### src/rtl/sprite_if.sv
// Bundle between the video timing block, the sprite position controller and the renderer.
// The timing side (master) drives raster position and run; the controller (slave) returns position and status.
interface sprite_if;
  logic signed [10:0] spotX;
  logic signed [10:0] spotY;
  logic               run;
  logic signed [10:0] centerX;
  logic signed [10:0] centerY;
  logic               bounce;
  logic [7:0]         frame_cnt;

  modport master (
    output spotX, spotY, run,
    input  centerX, centerY, bounce, frame_cnt
  );

  modport slave (
    input  spotX, spotY, run,
    output centerX, centerY, bounce, frame_cnt
  );
endinterface

### src/rtl/sprite_ctrl.sv
// Bouncing-sprite position controller: steps the sprite centre once per frame during vertical
// blanking, clamping at the screen limits and flipping direction on each axis independently.
//
// state  | meaning
// IDLE   | waiting for a frame tick with run=1
// STEP_X | apply one horizontal step (clamp/flip at XMIN/XMAX)
// STEP_Y | apply one vertical step (clamp/flip at YMIN/YMAX)
module sprite_ctrl #(
  parameter int HACTIVE = 800,
  parameter int VACTIVE = 600,
  parameter int R       = 50,
  parameter int SPEED   = 2,
  parameter int X0      = 400,
  parameter int Y0      = 300
) (
  input  logic     clk,
  input  logic     reset_n,
  sprite_if.slave  bus
);

  localparam logic signed [11:0] XMIN  = 12'(R);
  localparam logic signed [11:0] XMAX  = 12'(HACTIVE - 1 - R);
  localparam logic signed [11:0] YMIN  = 12'(R);
  localparam logic signed [11:0] YMAX  = 12'(VACTIVE - 1 - R);
  localparam logic signed [11:0] STEP  = 12'(SPEED);
  localparam logic signed [11:0] VLIM  = 12'(VACTIVE);
  localparam logic signed [10:0] XRST  = 11'(X0);
  localparam logic signed [10:0] YRST  = 11'(Y0);

  typedef enum logic [1:0] {IDLE, STEP_X, STEP_Y} state_t;

  state_t             state;
  logic signed [10:0] center_x, center_y;
  logic               dir_x, dir_y;
  logic               bounce_q;
  logic [7:0]         frame_q;
  logic               blank_q;

  logic               blank, tick;
  logic signed [11:0] spot_y_ext, cx_ext, cy_ext;
  logic signed [11:0] x_inc, x_dec, y_inc, y_dec;

  // spotX is part of the raster bundle but position updates only care about the line number
  logic unused_spot_x;
  assign unused_spot_x = ^bus.spotX;

  assign spot_y_ext = {bus.spotY[10], bus.spotY};
  assign cx_ext     = {center_x[10], center_x};
  assign cy_ext     = {center_y[10], center_y};
  assign x_inc      = cx_ext + STEP;
  assign x_dec      = cx_ext - STEP;
  assign y_inc      = cy_ext + STEP;
  assign y_dec      = cy_ext - STEP;

  assign blank = (spot_y_ext >= VLIM);
  assign tick  = blank & ~blank_q;

  always_ff @(posedge clk) begin
    if (!reset_n) begin
      state    <= IDLE;
      center_x <= XRST;
      center_y <= YRST;
      dir_x    <= 1'b1;
      dir_y    <= 1'b1;
      bounce_q <= 1'b0;
      frame_q  <= 8'd0;
      blank_q  <= 1'b1;
    end else begin
      blank_q  <= blank;
      bounce_q <= 1'b0;
      if (tick) frame_q <= frame_q + 8'd1;

      case (state)
        IDLE: begin
          if (tick && bus.run) state <= STEP_X;
        end
        STEP_X: begin
          state <= STEP_Y;
          if (dir_x) begin
            if (x_inc > XMAX) begin
              center_x <= XMAX[10:0];
              dir_x    <= 1'b0;
              bounce_q <= 1'b1;
            end else begin
              center_x <= x_inc[10:0];
            end
          end else begin
            if (x_dec < XMIN) begin
              center_x <= XMIN[10:0];
              dir_x    <= 1'b1;
              bounce_q <= 1'b1;
            end else begin
              center_x <= x_dec[10:0];
            end
          end
        end
        STEP_Y: begin
          state <= IDLE;
          if (dir_y) begin
            if (y_inc > YMAX) begin
              center_y <= YMAX[10:0];
              dir_y    <= 1'b0;
              bounce_q <= 1'b1;
            end else begin
              center_y <= y_inc[10:0];
            end
          end else begin
            if (y_dec < YMIN) begin
              center_y <= YMIN[10:0];
              dir_y    <= 1'b1;
              bounce_q <= 1'b1;
            end else begin
              center_y <= y_dec[10:0];
            end
          end
        end
        default: state <= IDLE;
      endcase
    end
  end

  assign bus.centerX   = center_x;
  assign bus.centerY   = center_y;
  assign bus.bounce    = bounce_q;
  assign bus.frame_cnt = frame_q;

endmodule

### src/flat_wrapper.sv
// flat-port wrapper written by rule: the top's interface ports become plain ports
module sprite_ctrl_flat 
#(
  parameter int HACTIVE = 800,
  parameter int VACTIVE = 600,
  parameter int R       = 50,
  parameter int SPEED   = 2,
  parameter int X0      = 400,
  parameter int Y0      = 300
)
  (clk, reset_n, bus_spotX, bus_spotY, bus_run, bus_centerX, bus_centerY, bus_bounce, bus_frame_cnt);
  sprite_if bus_i ();
  input  logic clk;
  input  logic reset_n;
  input wire logic [$bits(bus_i.spotX)-1:0] bus_spotX;
  input wire logic [$bits(bus_i.spotY)-1:0] bus_spotY;
  input wire logic [$bits(bus_i.run)-1:0] bus_run;
  output wire logic [$bits(bus_i.centerX)-1:0] bus_centerX;
  output wire logic [$bits(bus_i.centerY)-1:0] bus_centerY;
  output wire logic [$bits(bus_i.bounce)-1:0] bus_bounce;
  output wire logic [$bits(bus_i.frame_cnt)-1:0] bus_frame_cnt;
  assign bus_i.spotX = bus_spotX;
  assign bus_i.spotY = bus_spotY;
  assign bus_i.run = bus_run;
  assign bus_centerX = bus_i.centerX;
  assign bus_centerY = bus_i.centerY;
  assign bus_bounce = bus_i.bounce;
  assign bus_frame_cnt = bus_i.frame_cnt;
  sprite_ctrl #(.HACTIVE(HACTIVE), .VACTIVE(VACTIVE), .R(R), .SPEED(SPEED), .X0(X0), .Y0(Y0)) u_core (.clk(clk), .reset_n(reset_n), .bus(bus_i));
endmodule
### config.mk
export PLATFORM = sky130hd
export DESIGN_NAME = sprite_ctrl_flat
export DESIGN_NICKNAME = d
export VERILOG_FILES = /design/src/rtl/sprite_if.sv /design/src/rtl/sprite_ctrl.sv /design/src/flat_wrapper.sv
export SDC_FILE = /design/constraint.sdc
export NUM_CORES = 1
export LEC_CHECK = 0
export CAP_MARGIN = 40
export CORE_MARGIN = 3
export CORE_UTILIZATION = 45
export DETAILED_ROUTE_END_ITERATION = 12
export PLACE_DENSITY = 0.84
export SYNTH_ARGS = -nofsm -noshare
export SYNTH_HDL_FRONTEND = slang
export SYNTH_SLANG_ARGS = --single-unit
### constraint.sdc
create_clock -name clk -period 2.3 [get_ports clk]
set_clock_uncertainty 0.05 [all_clocks]
set_input_delay 0.345 -clock clk [delete_from_list [all_inputs] [get_ports clk]]
set_output_delay 0.345 -clock clk [all_outputs]
set_load 0.01 [all_outputs]
# [Word level (Yosys, flattened, before mapping)]
# Cells that the tools add are included.
[totals] register_bits=36 latch_bits=0 ramBits=0 mem_bits_ro=0 in_bits=25 out_inout_bits=31 wordCells=44 mem_count=0
[classes] add_sub_neg=5 mul=0 div_mod_pow=0 order_cmp=5 n_eq_ne=3 shifts=0 n_mux=19 bitwise=2 reduce_logical=2
[ops] op="$mux W11" count=6
[ops] op="$add A11 B3 Y12 const B" count=2
[ops] op="$gt A12 B11 Y1 const B" count=2
[ops] op="$lt A12 B7 Y1 const B" count=2
[ops] op="$sub A11 B3 Y12 const B" count=2
[ops] op="$ge A11 B11 Y1 const B" count=1
[ops] op="$mux W1" count=10
[ops] op="$add A8 B1 Y8 const B" count=1
[ops] op="$pmux W2 S2" count=1
[ops] op="$eq A2 B1 Y1 const B" count=1
[ops] op="$eq A2 B2 Y1 const B" count=1
[ops] op="$logic_not A2 Y1" count=1
[ops] op="$mux W2" count=1
[ops] op="$ne A2 B1 Y1 const B" count=1
[ops] op="$pmux W1 S2" count=1
[ops] op="$and A1 B1 Y1" count=1
[ops] op="$logic_and A1 B1 Y1" count=1
[ops] op="$not A1 Y1" count=1

# [Depth between registers and ports, before layout]
# Gate-level depths: netlist (run 1).
[logic_depth] word_depth=5 depth_mapped=9 mapped_depth_nobuf=8

# [Least setup slack after synthesis (run 1)]
# OpenSTA, ideal clock, no wires.
[synth_path] kind="register to register" startpoint="reg u_core.center_x[1] (netlist: u_core.bus.centerX[1])" endpoint="reg u_core.center_x[9] (netlist: u_core.bus.centerX[9])" setup_time_ns=0.115 arrival_ns=2.438 t_required_ns=2.135 path_slack_ns=-0.302 path_stages_with_launch=10 n_path_buf=1 period_less_slack_ns=2.602 path_cell_list="dfxtp_1 clkbuf_1 inv_1 ha_1 or4b_4 or4b_1 nand4b_2 a211oi_2 and3_1 o21a_1"
[synth_between] elab_chain_len=4 elab_cells_between_ends=7 classes_between="2 x add/sub; 2 x order compare; 3 x mux"
[synth_lines] item="start: declaration" line="sprite_ctrl.sv:33" source="logic signed [10:0] center_x, center_y;"
[synth_lines] item="start signal: assignment" line="sprite_ctrl.sv:81" source="center_x <= XMAX[10:0];"
[synth_lines] item="start signal: assignment" line="sprite_ctrl.sv:85" source="center_x <= x_inc[10:0];"
[synth_lines] item="start signal: assignment" line="sprite_ctrl.sv:89" source="center_x <= XMIN[10:0];"
[synth_lines] item="$sub A11 B3 Y12 / $add A11 B3 Y12 (equally long branches)" line="sprite_ctrl.sv:51, sprite_ctrl.sv:50"
[synth_lines] item="$lt A12 B7 Y1 / $gt A12 B11 Y1 (equally long branches)" line="sprite_ctrl.sv:88, sprite_ctrl.sv:80"
[synth_lines] item="$mux W11, on equally long branches" line="sprite_ctrl.sv:88, sprite_ctrl.sv:80"
[synth_lines] item="$mux W11 (*)" line="sprite_ctrl.sv:79" source="if (dir_x) begin"
# Every way passes the cells marked *; elsewhere a longest branch is shown, timed or not.
# A chain may end at the register's enable or synchronous reset.

# [Final worst setup path (run 1)]
# Ends and elaborated chain as after synthesis.

==> flow_metrics.env, run 1 <==
export IMPL_num_rows=29
export IMPL_yosysSeqAreaShare_pct=24.0
export IMPL_cpPeakStageDelay_ns=0.60
export IMPL_grt_max_degree=15
export IMPL_max_cap_violations=0
export IMPL_final_common_cell="buf_4"
export IMPL_crit_path_end_kind="flop"
export IMPL_stdcell_area_mm2=0.00407
export IMPL_cts_tree="yes"
export IMPL_path_class="reg2reg"
export IMPL_grt_use_total_pct=22.7
export IMPL_reg2reg_depth=6
export IMPL_yosysWarnings=0
export IMPL_fmax_mhz=427
export IMPL_cpMostUsedCell="o21a_1"
export IMPL_die_w_um=87.7
export IMPL_die_h_um=87.7
export IMPL_antenna_found_initial=0
export IMPL_cts_sinks=36
export IMPL_use_met3_pct=3.57
export IMPL_gr_total_overflow=0
export IMPL_failed_checks="setup timing"
export IMPL_slew_violations=0
export IMPL_cp_max_fo=6
export IMPL_hp_class="reg2reg"
export IMPL_use_met1_pct=29.5
export IMPL_via_per_inst=6.26
export IMPL_cts_buffer_depth=2
export IMPL_power_density_mw_per_mm2=540
export IMPL_synth_cell_types=79
export IMPL_grt_pass1_wl_um=14500
export IMPL_hold_violations=0
export IMPL_placedInstanceArea_mm2=0.00375
export IMPL_synth_seq_cells=36
export IMPL_ios=56
export IMPL_maxSlewHeadroom_pct=59.6
export IMPL_drc=0
export IMPL_rsz0062_at_grt="true"
export IMPL_synth_edf_count=0
export IMPL_syn_inst=392
export IMPL_nNetsFinal=494
export IMPL_p_leak_uw=0.00149
export IMPL_insertion_delay_ns=0.28
export IMPL_area_growth_pct=35.5
export IMPL_layout_common_cells="51 x buf_4, 41 x clkdlybuf4s50_1, 37 x nor2_1, 31 x nand2_1, 28 x dfxtp_1"
export IMPL_synth_top_cells_by_area="dfxtp_1 24%, nor2_1 4.7%, a21oi_1 4.2%"
export IMPL_rrSetupSlack_ns=-0.04
export IMPL_detail_route_antenna_nets=0
export IMPL_critPathRequiredTime_ns=2.43
export IMPL_busiest_layer="met2"
export IMPL_whs_ns=0.476
export IMPL_drt_pass1_iter_count=5
export IMPL_netlist_area_mm2=0.00301
export IMPL_dr_first_iter_drc_count=391
export IMPL_layout_min_cycle_time_ns=2.34
export IMPL_setup_viol=7
export IMPL_yosysTopAreaCellShare_pct=24.0
export IMPL_crit_path_start_kind="flop"
export IMPL_finalCritPeriodShare_pct=102
export IMPL_layout_drive_gt1_share_pct=25.4
export IMPL_r2r_start="u_core.bus.centerX[1]$_SDFFE_PN0P_"
export IMPL_arrival_ns=2.47
export IMPL_clkSlewWorstSetupHoldPaths_ns=0.07
export IMPL_tightest_slew_ns=0.606
export IMPL_htreeDepth=2
export IMPL_crit_end="u_core.bus.centerX[9]$_SDFFE_PN0P_"
export IMPL_slowest_stage="or4_4"
export IMPL_wl_um=8930
export IMPL_initial_core_util_pct=46.8
export IMPL_hpwlAfterDp_um=6290
export IMPL_cts_hold_repair_buffers=0
export IMPL_wl_per_cell_um=16.6
export IMPL_syn_avg_cell_area_um2=7.67
export IMPL_root_buffer="clkbuf_8"
export IMPL_async_flop_share_pct=0
export IMPL_grt_pass1_vias=3175
export IMPL_gp_congestion=0.947
export IMPL_irDropWorstVdd_mv=0.377
export IMPL_fin_ws_ns=-0.0432
export IMPL_path_cells="or4_4 > o21a_1 > a2111oi_4 > a211oi_4 > and3_1 > o21a_1"
export IMPL_outcome="complete, but fails checks"
export IMPL_core_mm2=0.00642
export IMPL_io_buffers=41
export IMPL_dieArea_mm2=0.00769
export IMPL_cp_startpoint="u_core.bus.centerX[1]$_SDFFE_PN0P_"
export IMPL_syn_num_nets=426
export IMPL_grt_use_met2_pct=38.8
export IMPL_diodes=0
export IMPL_numCtsBuffers=5
export IMPL_r2r_end="u_core.bus.centerX[9]$_SDFFE_PN0P_"
export IMPL_yosys_area_top_type="dfxtp_1"
export IMPL_vias=3363
export IMPL_synth_flop_cell="dfxtp_1"
## registers in the layout, summed over array words and instances, names as in the netlist
| name | flops |
|---|---|
| u_core.bus.centerX | 11 |
| u_core.bus.centerY | 11 |
| u_core.bus.frame_cnt | 8 |
| u_core.state | 2 |
| u_core.blank_q | 1 |
| u_core.bus.bounce | 1 |
| u_core.dir_x | 1 |
| u_core.dir_y | 1 |
## area by class of cell
class	instances	area [µm²]
clock buffer	6	72.6
timing repair buffer	96	832
inverter	12	50.0
clock inverter	1	5.00
sequential	36	738
tap	77	96.3
multi-input combinational	309	2280
fill	511	2350
## cell usage after synthesis (3+ instances only)
library cell,n
a211oi_1,3
a21boi_0,4
a21o_1,5
a21oi_1,25
a31oi_1,7
a32oi_1,4
and2_1,4
and3_1,10
and4_1,3
buf_1,4
buf_2,8
buf_6,4
clkbuf_1,19
dfxtp_1,36
ha_1,9
inv_1,11
mux2i_1,7
nand2_1,31
nand2b_1,5
nand3_1,15
nand4_1,15
nor2_1,38
nor2b_1,3
nor3_1,10
nor3b_1,3
o211ai_1,4
o21a_1,5
o21ai_0,15
o21ai_1,3
o31ai_1,3
or3_1,4
xnor2_1,9
xor2_1,7
## power breakdown
| group | total [µW] | internal, µW | switching [µW] | leakage (µW) |
|---|---|---|---|---|
| clock | 419 | 206 | 213 | 0.0000410 |
| combinational | 1010 | 498 | 508 | 0.00116 |
| sequential | 774 | 689 | 84.8 | 0.000292 |
| total | 2200 | 1390 | 807 | 0.00149 |
## kinds of logic after synthesis
family                     share of synthesized area, %
muxes                                              3.08
buffers and inverters                              7.20
AOI/OAI and AO/OA                                  28.0
and+or+nand+nor                                    29.4
xor gates and xnor gates                           4.66
adders and majority gates                          3.75
DFF                                                24.0
## how the worst min path moves through the flow
stage / start / end / cells after the start
finish: u_core.bus.centerX[0]$_SDFFE_PN0P_ / u_core.bus.centerX[0]$_SDFFE_PN0P_ / 2
CTS: u_core.bus.centerY[10]$_SDFFE_PN0P_ / u_core.bus.centerY[10]$_SDFFE_PN0P_ / 2
detailed placement: u_core.bus.centerY[10]$_SDFFE_PN0P_ / u_core.bus.centerY[10]$_SDFFE_PN0P_ / 2
global placement: u_core.bus.centerX[0]$_SDFFE_PN0P_ / u_core.bus.centerX[0]$_SDFFE_PN0P_ / 2
floorplan: u_core.state[1]$_SDFFE_PN0P_ / u_core.state[1]$_SDFFE_PN0P_ / 2
global route: u_core.bus.centerY[2]$_SDFFE_PN1P_ / u_core.bus.centerY[2]$_SDFFE_PN1P_ / 2
## through the flow
stage	setup TNS, ns	utilization [%]	setup slack [ns]	cells	total power (µW)
2_1_floorplan	-0.248	-	-0.0825	392	1370
3_3_place_gp	-1.19	58.3	-0.189	523	1650
3_5_place_dp	-0.391	58.4	-0.0899	524	1680
4_1_cts	-0.0357	60.7	-0.0158	533	2130
5_1_grt	-1.02	63.4	-0.124	537	2340
6_report	-0.136	63.4	-0.0432	537	2200
## per-layer routing
metal	wire length [µm]	part of all wire, %
met1	3930	44
met2	4350	49
met3	564	6.3
met4	87	0.97
met5	0	0
## what timing repair did
item,in CTS,in global routing
pin swaps,5,16
setup buffers,2,4
resized for setup,12,34
setup endpoints to repair,17,21
## critical path: cells and delay by family, from the launching register on
| family | cells | cell delay, ns |
|---|---|---|
| and+or+nand+nor | 2 | 0.81 |
| AOI/OAI and AO/OA | 4 | 1.01 |
| DFF | 1 | 0.37 |
Note: power is estimated with default switching activity, not from simulation.
==> inputs of run 2 (changes only) <==
--- a/config.mk
+++ b/config.mk
@@ -7,9 +7,9 @@
 export LEC_CHECK = 0
 export CAP_MARGIN = 40
 export CORE_MARGIN = 3
-export CORE_UTILIZATION = 45
+export CORE_UTILIZATION = 40
 export DETAILED_ROUTE_END_ITERATION = 12
-export PLACE_DENSITY = 0.84
+export PLACE_DENSITY = 0.75
 export SYNTH_ARGS = -nofsm -noshare
 export SYNTH_HDL_FRONTEND = slang
 export SYNTH_SLANG_ARGS = --single-unit
==> flow_metrics.env, run 2 (synthesized netlist as in run 1, its figures left out) <==
export IMPL_path_class="reg2reg"
export IMPL_arrival_ns=2.51
export IMPL_use_met3_pct=2.84
export IMPL_max_cap_violations=0
export IMPL_area_growth_pct=42.0
export IMPL_die_w_um=92.7
export IMPL_wl_per_cell_um=15.5
export IMPL_cts_tree="yes"
export IMPL_busiest_layer="met2"
export IMPL_layout_common_cells="67 x buf_4, 41 x clkdlybuf4s50_1, 36 x nor2_1, 31 x nand2_1, 30 x dfxtp_1"
export IMPL_fin_ws_ns=-0.0350
export IMPL_via_per_inst=5.86
export IMPL_slew_violations=0
export IMPL_nNetsFinal=512
export IMPL_cts_buffer_depth=2
export IMPL_clkSlewWorstSetupHoldPaths_ns=0.07
export IMPL_fmax_mhz=428
export IMPL_totalNegativeSetupSlack_ns=-0.0399
export IMPL_p_leak_uw=0.00161
export IMPL_stdcell_count=575
export IMPL_tightest_slew_ns=0.561
export IMPL_failed_checks="setup timing"
export IMPL_outcome="complete, but fails checks"
export IMPL_insertion_delay_ns=0.28
export IMPL_hp_class="reg2reg"
export IMPL_post_place_ws_ns=-0.0851
export IMPL_numPlacedInstances=561
export IMPL_grt_use_total_pct=20.6
export IMPL_gp_congestion=0.981
export IMPL_antenna_found_initial=0
export IMPL_diodes=0
export IMPL_initial_core_util_pct=42.8
export IMPL_cts_sinks=36
export IMPL_grt_pass1_wl_um=14900
export IMPL_htreeDepth=2
export IMPL_gr_total_overflow=0
export IMPL_power_density_mw_per_mm2=547
export IMPL_detail_route_antenna_nets=0
export IMPL_io_buffers=41
export IMPL_drc=0
export IMPL_irDropWorstVdd_mv=0.364
export IMPL_finalCritPeriodShare_pct=102
export IMPL_fill_cells=620
export IMPL_grt_max_degree=16
export IMPL_layout_min_cycle_time_ns=2.34
export IMPL_die_h_um=92.7
export IMPL_drt_pass1_iter_count=5
export IMPL_num_rows=30
export IMPL_root_buffer="clkbuf_8"
export IMPL_crit_path_start_kind="flop"
export IMPL_dieArea_mm2=0.00859
export IMPL_crit_path_end_kind="flop"
export IMPL_grt_use_met2_pct=34.9
export IMPL_numCtsBuffers=5
export IMPL_ios=56
export IMPL_grt_pass1_vias=3283
export IMPL_rsz0062_at_grt="true"
export IMPL_setup_viol=2
export IMPL_final_common_cell="buf_4"
export IMPL_cp_max_fo=5
export IMPL_vias=3367
export IMPL_hpwlAfterDp_um=6480
export IMPL_final_util_pct=60.8
export IMPL_critPathRequiredTime_ns=2.47
export IMPL_use_met1_pct=27.0
export IMPL_wl_um=8930
export IMPL_dr_first_iter_drc_count=281
export IMPL_maxSlewHeadroom_pct=62.6
export IMPL_layout_drive_gt1_share_pct=28.0
export IMPL_core_mm2=0.00702
export IMPL_hold_violations=0
==> run 2: changes by cell type in the layout (fill, tap and decap cells not counted), moves of 2 or more <==
cell / delta
o31ai_2: -2
buf_4: +16
o31ai_1: +2
dfxtp_1: +2
dfxtp_2: -3
buf_6: +2
a32oi_2: +2
a32oi_1: -2
==> run 2: worst paths after layout <==
path	start	end	slack (ns)	cells after the start
worst max-delay path	u_core.bus.centerX[2]$_SDFFE_PN0P_	u_core.bus.centerX[3]$_SDFFE_PN0P_	-0.04	9
worst min-delay path	u_core.bus.centerX[0]$_SDFFE_PN0P_	u_core.bus.centerX[0]$_SDFFE_PN0P_	0.48	2
worst max register to register	u_core.bus.centerX[2]$_SDFFE_PN0P_	u_core.bus.centerX[3]$_SDFFE_PN0P_	-0.04	9
worst min register to register	u_core.bus.centerX[0]$_SDFFE_PN0P_	u_core.bus.centerX[0]$_SDFFE_PN0P_	0.48	2
==> run 2: power by group <==
group	switching, µW	leakage [µW]	internal (µW)
logic	521	0.00127	552
clock network	217	0.0000455	244
registers	110	0.000294	691
total	848	0.00161	1490
==> run 2: cell type report <==
class,instances,area (µm²),area share [%]
Multi-Input combinational cell,309,2290,53.8
Timing Repair Buffer,114,975,22.8
Sequential cell,36,738,17.3
Tap cell,96,120,2.82
Clock buffer,8,90.1,2.11
Inverter,12,50.0,1.17
==> run 2: critical path: stages, from the launching register on <==
cell,delay (ns)
dfxtp_4,0.37
inv_2,0.07
ha_4,0.14
or4b_4,0.47
buf_6,0.14
o211ai_2,0.08
nand4b_4,0.16
a211o_4,0.39
o2111ai_1,0.23
o211a_1,0.18
==> run 2: layer usage <==
| metal | up-vias | wire (µm) |
|---|---|---|
| li1 | 1631 | - |
| met1 | 1586 | 4040 |
| met2 | 123 | 4230 |
| met3 | 27 | 461 |
| met4 | 0 | 199 |
| met5 | - | 0 |
==> run 2: repair_timing <==
action,4_1_cts,5_1_grt
gates cloned,0,0
pin swaps,5,19
setup buffers,0,6
resized for setup,12,38
setup endpoints to repair,17,22
hold buffers,0,0
==> run 2: metrics by stage <==
stage               instance area, µm²  power [µW]  hold slack, ns
finish                            4270        2340           0.482
global route                      4270        2480           0.508
CTS                               4050        2220           0.487
detailed placement                3910        1730           0.471
global placement                  3900        1700           0.457
floorplan                         3070        1370           0.437
==> inputs of run 3 (changes only) <==
--- a/config.mk
+++ b/config.mk
@@ -9,7 +9,7 @@
 export CORE_MARGIN = 3
 export CORE_UTILIZATION = 40
 export DETAILED_ROUTE_END_ITERATION = 12
-export PLACE_DENSITY = 0.75
+export PLACE_DENSITY = 0.66
 export SYNTH_ARGS = -nofsm -noshare
 export SYNTH_HDL_FRONTEND = slang
 export SYNTH_SLANG_ARGS = --single-unit
==> flow_metrics.env, run 3 (synthesized netlist as in run 1, its figures left out) <==
export IMPL_tightest_slew_ns=0.595
export IMPL_cp_max_fo=8
export IMPL_fmax_mhz=433
export IMPL_irDropWorstVdd_mv=0.352
export IMPL_pwr_share_clk_pct=20.2
export IMPL_root_buffer="clkbuf_8"
export IMPL_wl_um=8760
export IMPL_diodes=0
export IMPL_final_common_cell="buf_4"
export IMPL_area_growth_pct=40.7
export IMPL_num_rows=30
export IMPL_insertion_delay_ns=0.29
export IMPL_gr_total_overflow=0
export IMPL_cts_buffer_depth=2
export IMPL_io_buffers=41
export IMPL_max_cap_violations=0
export IMPL_p_leak_uw=0.00162
export IMPL_nNetsFinal=518
export IMPL_p_switching_uw=810
export IMPL_via_per_inst=5.72
export IMPL_die_h_um=92.7
export IMPL_arrival_ns=2.46
export IMPL_die_w_um=92.7
export IMPL_initial_core_util_pct=42.8
export IMPL_grt_pass1_wl_um=14800
export IMPL_htreeDepth=2
export IMPL_grt_use_total_pct=20.7
export IMPL_power_density_mw_per_mm2=527
export IMPL_slew_violations=0
export IMPL_maxSlewHeadroom_pct=60.0
export IMPL_cts_hold_repair_buffers=0
export IMPL_crit_path_start_kind="flop"
export IMPL_crit_path_end_kind="flop"
export IMPL_cts_sinks=36
export IMPL_power_switching_share_pct=36.3
export IMPL_hpwlAfterDp_um=6610
export IMPL_cts_tree="yes"
export IMPL_gp_congestion=0.892
export IMPL_layout_min_cycle_time_ns=2.31
export IMPL_vias=3323
export IMPL_finalCritPeriodShare_pct=100
export IMPL_dr_first_iter_drc_count=190
export IMPL_stdcell_area_mm2=0.00423
export IMPL_numCtsBuffers=5
export IMPL_critPathRequiredTime_ns=2.45
export IMPL_fin_ws_ns=-0.0106
export IMPL_setup_viol=3
export IMPL_grt_pass1_vias=3153
export IMPL_layout_common_cells="73 x buf_4, 41 x clkdlybuf4s50_1, 38 x nor2_1, 30 x nand2_1, 30 x dfxtp_1"
export IMPL_clkSlewWorstSetupHoldPaths_ns=0.08
export IMPL_ios=56
export IMPL_detail_route_antenna_nets=0
export IMPL_whs_ns=0.472
export IMPL_wl_per_cell_um=15.1
export IMPL_rsz0062_at_grt="true"
export IMPL_pwr_share_seq_pct=35.8
export IMPL_comb_power_share_pct=44.1
export IMPL_drt_pass1_iter_count=5
export IMPL_failed_checks="setup timing"
export IMPL_placedInstanceArea_mm2=0.00397
export IMPL_path_class="reg2reg"
export IMPL_hp_class="reg2reg"
export IMPL_drc=0
export IMPL_antenna_found_initial=0
export IMPL_layout_drive_gt1_share_pct=27.6
export IMPL_grt_max_degree=17
export IMPL_core_mm2=0.00702
export IMPL_hold_violations=0
export IMPL_intPower_uw=1420
export IMPL_outcome="complete, but fails checks"
export IMPL_dieArea_mm2=0.00859
## run 3: cell count changes in the layout (fill, tap and decap cells not counted), sizes merged
cell / change
clkinv: +3
clkbuf: -3
buf: +6
## run 3: final cells by class
class / count / area [µm²]
well taps: 96 / 120
repair buffers: 120 / 1030
clock buffers: 5 / 68.8
fillers: 649 / 2790
flip-flops and latches: 36 / 736
inverters: 12 / 50.0
multi-input cells: 309 / 2210
clock inverters: 3 / 18.8
## run 3: repair_timing
action	4_1_cts	5_1_grt
pin swaps	4	8
endpoints found under the setup margin	18	22
endpoints found under the hold margin	0	0
setup buffers	2	3
resized for setup	13	18
## run 3: power groups by stage
stage | clock [µW] | combinational [µW] | sequential [µW]
after floorplan | 0 | 601 | 764
after global placement | 0 | 923 | 800
after detailed placement | 0 | 946 | 804
after CTS | 464 | 958 | 791
after global routing | 488 | 1080 | 810
final | 450 | 982 | 797
## run 3: layer usage
metal / vias to the layer above / routed length, µm / track usage [%]
met4: 0 / 149 / 7.33
li1: 1641 / - / -
met5: - / 0 / 0
met2: 77 / 4120 / 33.0
met3: 15 / 332 / 3.33
met1: 1590 / 4160 / 28.3
## run 3: stage by stage
stage	util (%)	power (µW)	TNS [ns]	cells	setup WS (ns)
floorplan	-	1370	-0.248	392	-0.0825
global placement	56.5	1720	-2.06	567	-0.215
detailed placement	56.6	1750	-1.09	568	-0.146
CTS	58.9	2210	-0.0400	578	-0.0126
global route	60.2	2370	-0.753	581	-0.104
finish	60.2	2230	-0.0178	581	-0.0106
## run 3: final timing paths
path	from	end	slack, ns	cells past startpoint
hold / removal	u_core.bus.centerX[0]$_SDFFE_PN0P_	u_core.bus.centerX[0]$_SDFFE_PN0P_	0.47	2
hold reg to reg	u_core.bus.centerX[0]$_SDFFE_PN0P_	u_core.bus.centerX[0]$_SDFFE_PN0P_	0.47	2
setup reg to reg	u_core.bus.centerX[2]$_SDFFE_PN0P_	u_core.bus.centerX[9]$_SDFFE_PN0P_	-0.01	7
setup / recovery	u_core.bus.centerX[2]$_SDFFE_PN0P_	u_core.bus.centerX[9]$_SDFFE_PN0P_	-0.01	7
## run 3: worst max-delay path, stage by stage, from the launching register on
cell	delay (ns)
dfxtp_2	0.35
buf_12	0.13
or4_4	0.55
o21a_1	0.22
a2111oi_4	0.35
a211oi_2	0.19
and3_1	0.20
o21a_1	0.17
